===== config.mk =====
export PLATFORM = sky130hd
export DESIGN_NAME = cordic_atan_lut
export DESIGN_NICKNAME = d
export VERILOG_FILES = /design/src/rtl/cordic_pkg.sv /design/src/rtl/cordic_atan_lut.sv
export SDC_FILE = /design/constraint.sdc
export NUM_CORES = 1
export LEC_CHECK = 0
export CORE_ASPECT_RATIO = 0.8
export CORE_MARGIN = 4
export CORE_UTILIZATION = 36
export DETAILED_ROUTE_END_ITERATION = 6
export GPL_TIMING_DRIVEN = 0
export PLACE_DENSITY = 0.73
export SKIP_LAST_GASP = 1
export SLEW_MARGIN = 10
export SYNTH_ARGS = -nofsm -noshare
export SYNTH_HDL_FRONTEND = slang
export SYNTH_SLANG_ARGS = --single-unit

===== constraint.sdc =====
create_clock -name clk -period 1.29 [get_ports clk]
set_input_delay 0.129 -clock clk [delete_from_list [all_inputs] [get_ports clk]]
set_output_delay 0.129 -clock clk [all_outputs]
set_load 0.02 [all_outputs]

===== src/rtl/cordic_pkg.sv =====
// Shared CORDIC types and constants: angle word, 45-degree constant, atan(2^-i) ROM.
package cordic_pkg;

  localparam int unsigned ANGLE_W      = 32;
  localparam int unsigned ATAN_ENTRIES = 32;
  localparam int unsigned ATAN_IDX_W   = 5;

  // Unsigned binary angle: 2^32 represents one full turn.
  typedef logic [ANGLE_W-1:0] angle_t;

  localparam angle_t ANGLE_45 = 32'h2000_0000;

  // Entry i = round-half-up(atan(2^-i) / (2*pi) * 2^32).
  localparam angle_t ATAN_TABLE [0:ATAN_ENTRIES-1] = '{
    32'h2000_0000, 32'h12E4_051E, 32'h09FB_385B, 32'h0511_11D4,
    32'h028B_0D43, 32'h0145_D7E1, 32'h00A2_F61E, 32'h0051_7C55,
    32'h0028_BE53, 32'h0014_5F2F, 32'h000A_2F98, 32'h0005_17CC,
    32'h0002_8BE6, 32'h0001_45F3, 32'h0000_A2FA, 32'h0000_517D,
    32'h0000_28BE, 32'h0000_145F, 32'h0000_0A30, 32'h0000_0518,
    32'h0000_028C, 32'h0000_0146, 32'h0000_00A3, 32'h0000_0051,
    32'h0000_0029, 32'h0000_0014, 32'h0000_000A, 32'h0000_0005,
    32'h0000_0003, 32'h0000_0001, 32'h0000_0001, 32'h0000_0000
  };

  // Range-guarded lookup; any index at or beyond the limit reads as zero.
  // An unknown index fails the guard and also reads as zero.
  function automatic angle_t atan_lookup(input logic [31:0] idx,
                                         input int unsigned limit);
    angle_t res;
    res = '0;
    if ((idx < limit) && (idx < ATAN_ENTRIES)) begin
      res = ATAN_TABLE[idx[ATAN_IDX_W-1:0]];
    end
    return res;
  endfunction

endpackage


===== src/rtl/cordic_atan_lut.sv =====
// Arctangent constant ROM for the CORDIC iteration block: combinational angle
// plus a registered copy for pipelined consumers.
module cordic_atan_lut
  import cordic_pkg::*;
#(
  parameter int unsigned DATA_W      = 32,
  parameter int unsigned NUM_ENTRIES = 32
) (
  input  logic              clk,
  input  logic              rst,
  input  logic [31:0]       index,
  output logic [DATA_W-1:0] angle,
  output logic [DATA_W-1:0] angle_q
);

  // Zero-latency table read; independent of clk and rst.
  always_comb begin
    angle = '0;
    angle = DATA_W'(atan_lookup(index, NUM_ENTRIES));
  end

  // Registered copy of the current lookup, cleared asynchronously.
  always_ff @(posedge clk or posedge rst) begin
    if (rst) begin
      angle_q <= '0;
    end else begin
      angle_q <= angle;
    end
  end

endmodule


# Word-level counts from Yosys, hierarchy flattened
# Memory sizes are Yosys's and may differ from the RTL's.
# Index checks and enable logic that the tools add are counted.
dict set report totals {
  elab_cells 8
  input_bits 34
  memories 1
  mem_bits_ro 1024
  reg_bits 32
}
dict set report op_classes {
  muxes 3
  bitwise_logic 1
  magnitude_cmp 2
}
# name depth width rd rd_ports_with_merged_regs wr line
set mem_list {}
lappend mem_list {{(name not given)} 32 32 1 0 0 cordic_pkg.sv:32} ;# res = ATAN_TABLE[idx[ATAN_IDX_W-1:0]];
# cell count
set op_table {}
lappend op_table {{2-to-1 mux 32 bit} 3}
lappend op_table {{less-than comparator 32 x 6 -> 1 bit (second input constant)} 1}
lappend op_table {{>= comparator 6 bit (second input constant)} 1}
lappend op_table {{inverter 5 -> 6 bit} 1}

# Depth between registers and ports, before layout
dict set report depth {
  word_depth 5
  mapped_depth 7
  mapped_depth_nobuf 6
}

# Worst setup path before layout
# Ideal clock, no wire load.
dict set report synth_path {
  kind {in2reg}
  start {input index[24]}
  end {register angle_q[26]}
  required_time_ns 1.085
  setup_time_ns 0.205
  setup_slack_ns -0.531
  path_buffers 1
  t_arrival_ns 1.616
  path_stages 5
  path_cell_list {nor4_1 -> and4_1 -> nand4_1 -> buf_2 -> nor4_1}
}
dict set report synth_via {
  elab_chain_cells 2
}
# element line
set synth_lines {}
lappend synth_lines {{from (decl)} cordic_atan_lut.sv:11} ;# input logic [31:0] index,
lappend synth_lines {{less-than comparator 32 x 6 -> 1 bit} cordic_pkg.sv:31} ;# if ((idx < limit) && (idx < ATAN_ENTRIES)) begin
lappend synth_lines {{2-to-1 mux 32 bit} cordic_pkg.sv:31}
lappend synth_lines {{via angle[26]} cordic_atan_lut.sv:12} ;# output logic [DATA_W-1:0] angle,
lappend synth_lines {{to (signal assigned)} cordic_atan_lut.sv:27} ;# angle_q <= angle;
lappend synth_lines {{to (decl)} cordic_atan_lut.sv:13} ;# output logic [DATA_W-1:0] angle_q
# The timed path passes the listed nets, and every way through them passes these cells.

# Worst setup path after layout
dict set report layout_path {
  start {input index[5]}
  end {output angle[14]}
}
dict set report layout_via {
  elab_chain_cells 2
}
# element line
set layout_lines {}
lappend layout_lines {{less-than comparator 32 x 6 -> 1 bit} cordic_pkg.sv:31}
lappend layout_lines {{2-to-1 mux 32 bit} cordic_pkg.sv:31}
lappend layout_lines {{to (decl)} cordic_atan_lut.sv:12}
# No other way between the ends.

==> results.yml <==
run_status:
  status: "finished, violations left"
  violations: "setup timing"
sta:
  worst_slack_ns: -0.403
  rsz0062_at_grt: "yes"
  fmax_mhz: 591
  slew_headroom_pct: 53.5
  finalHoldViolCount: 0
  fin_crit_sh_pct: 131
  drv_slew: 0
  fin_crit_ns: 1.69
  worst_slew_pin_slew_ns: 0.696
  setup_viol: 33
cells_and_area:
  drive_gt1_share_pct: 50.6
  final_cells: 392
  postLayoutCellArea_mm2: 0.00372
  syn_to_final_growth_pct: 94.8
  largest_register_ff_count: 30
  top_regs: "angle_q x30"
  regMostFlops: "angle_q"
  layout.nets: 369
  diodes: 0
  mostFrequentLayoutCells: "buf_4, dlygate4sd2_1, dfrtp_1, buf_6, nand2_1"
  nFillCells: 365
  mostFrequentLayoutCell: "buf_4"
pwr:
  power_density_mw_per_mm2: 658
  total_power_mw: 2.45
  peakVddDrop_uv: 509
  swShare_pct: 33.2
  seqPwrFrac_pct: 38.4
  p_comb_share_pct: 27.8
  p_leak_nw: 1.65
  switchingPower_uw: 814
  intPower_mw: 1.64
  power.share.clock_pct: 33.8
clock_tree:
  cts_tree: "done"
  cts_max_path_buffers: 2
  cts_num_sinks: 30
  numCtsBuffers: 5
  clkSlewWorstSetupHoldPaths_ns: 0.08
  cts_max_level: 2
  root_buffer: "clkbuf_8"
  hold_buffers: 0
hold_path:
  hold_class: "in -> async"
logic_synthesis:
  avgSynthCellArea_um2: 9.14
  yosysUniqueCellTypes: 47
  netlist.area_leader.share_pct: 39.3
  synth.ff_latch_count: 30
  netlist_top_cells_area: "dfrtp_1, a2111oi_2, a21oi_1"
  yosysSeqAreaShare_pct: 39.3
  yosysTopAreaCell: "dfrtp_1"
  syn_inst: 209
  netlist_area_mm2: 0.00191
  yosysWarnings: 0
drt:
  drcViolationCount: 0
  vias: 2289
  dr.pass1.iters: 5
  routedWlPerCell_um: 20.2
  avgViaCountPerCell: 5.84
  antenna_left: 0
  drt_iter0_drc: 309
  wl_um: 7920
worst_setup_path:
  slowest_delay_ns: 0.29
  worst_path_max_delay_cell: "nor4_2"
  crit_arrival_ns: 1.56
  crit_type: "in -> out"
  crit_path_cell_trace: "dlygate4sd2_1, nor4_2, nand4_1, buf_6, buf_12, a2111oi_4, buf_4"
  end_kind: "output pin"
  required_ns: 1.16
  cp_max_fo: 5
  worst_setup_path_start_kind: "input port"
place:
  dp.cells: 367
  portBuffers: 93
  dpl_cell_area_mm2: 0.00330
  dp_hpwl_um: 5420
  place.gp.congestion: 0.989
floorplanning:
  initial_core_util_pct: 37.7
  rows: 23
  die_y_um: 73.1
  io_pins: 98
  core_area_mm2: 0.00506
  die_area_mm2: 0.00654
  die_x_um: 89.4
global_route:
  grt_pass1_vias: 2327
  antenna_found_initial: 0
  grt_max_degree: 31
  grt_pass1_wl_um: 12800
  grt_usage_pct: 25.9
  overflow: 0
run:
  cap_violations: 0
[stage by stage]
step	util (%)	TNS, ns	setup WS [ns]	hold WS, ns
after floorplan	-	-6.06	-0.222	0.220
after global routing	73.4	-15.04	-0.515	0.328
after global placement	65.1	-81.92	-1.74	0.779
final	73.4	-10.84	-0.403	0.287
after detailed placement	65.1	-85.46	-1.72	0.824
after CTS	71.5	-10.26	-0.426	0.285
[cells by family (layout without fill, tap and decap cells)]
family | count (synthesis) | in the layout | synth area share, %
AO/OA/AOI/OAI | 67 | 67 | 27.0
adder cells (fa/ha/maj) | 6 | 6 | 3.93
buffers and inverters | 29 | 147 | 8.06
flip-flops | 30 | 30 | 39.3
multiplexers | 2 | 2 | 1.70
other | 1 | 4 | 0.196
AND/OR/NAND/NOR | 74 | 74 | 19.8
[worst max-delay path, delay by kind of cell]
| kind | cells | cell delay (ns) |
|---|---|---|
| buffers and inverters | 4 | 0.77 |
| and+or+nand+nor | 2 | 0.43 |
| AOI/OAI and AO/OA | 1 | 0.24 |
[Yosys cell counts (all sizes together)]
library cell,instances
o2111a,1
and2b,1
o2111ai,1
or3,1
o21ai,10
a31oi,2
and3b,2
a22oi,2
nand2b,5
ha,6
a2bb2oi,1
nor3,3
o31ai,1
o22ai,1
dfrtp,30
and2,1
a221oi,4
nand3,2
inv,6
nor3b,1
buf,19
a21o,2
nand4,1
mux2i,1
o311ai,2
a2111oi,9
o21a,2
a211oi,6
conb,1
mux4,1
nand2,20
and4,1
nor2b,6
nand3b,1
o211ai,3
or2,2
a21oi,19
nor4,11
clkbuf,4
nor2,16
o22a,1
[worst paths after layout]
kind	startpoint	endpoint	cells past startpoint
min	rst	angle_q[7]$_DFF_PP0_	2
max	index[5]	angle[14]	7
max in group asynchronous	rst	angle_q[21]$_DFF_PP0_	2
min in group clk	index[1]	angle_q[12]$_DFF_PP0_	3
[power by group through the flow]
| stage | combinational (mW) | sequential (mW) | clock, mW |
|---|---|---|---|
| detailed placement | 0.555 | 0.958 | 0 |
| global placement | 0.551 | 0.958 | 0 |
| global route | 0.724 | 0.939 | 0.884 |
| finish | 0.681 | 0.940 | 0.828 |
| CTS | 0.641 | 0.940 | 0.840 |
| floorplan | 0.353 | 0.958 | 0 |
[metal layers]
layer,global-route usage [%],vias to the layer above,wire length [µm]
met5,0,-,0
met4,9.42,0,182
met3,6.43,27,876
met2,39.1,160,3630
met1,35.7,1096,3240
li1,-,1006,-
[layout make-up]
cell class                      count  area, µm²  area share, %
Multi-Input combinational cell    153       1590           42.9
Buffer                             22        223           5.99
Timing Repair Buffer              111        941           25.3
Inverter                            6       38.8           1.04
Tap cell                           62       77.6           2.09
Clock buffer                        6       82.6           2.22
Clock inverter                      2       12.5          0.336
Sequential cell                    30        751           20.2
[repair_timing]
action	in CTS	in global routing
setup endpoints to repair	120	39
gates resized for setup	337	15
setup buffers	13	4
cloned	2	0
endpoints found under the hold margin	0	0
pin swaps	27	4
Note: power is estimated with default switching activity, not from simulation.
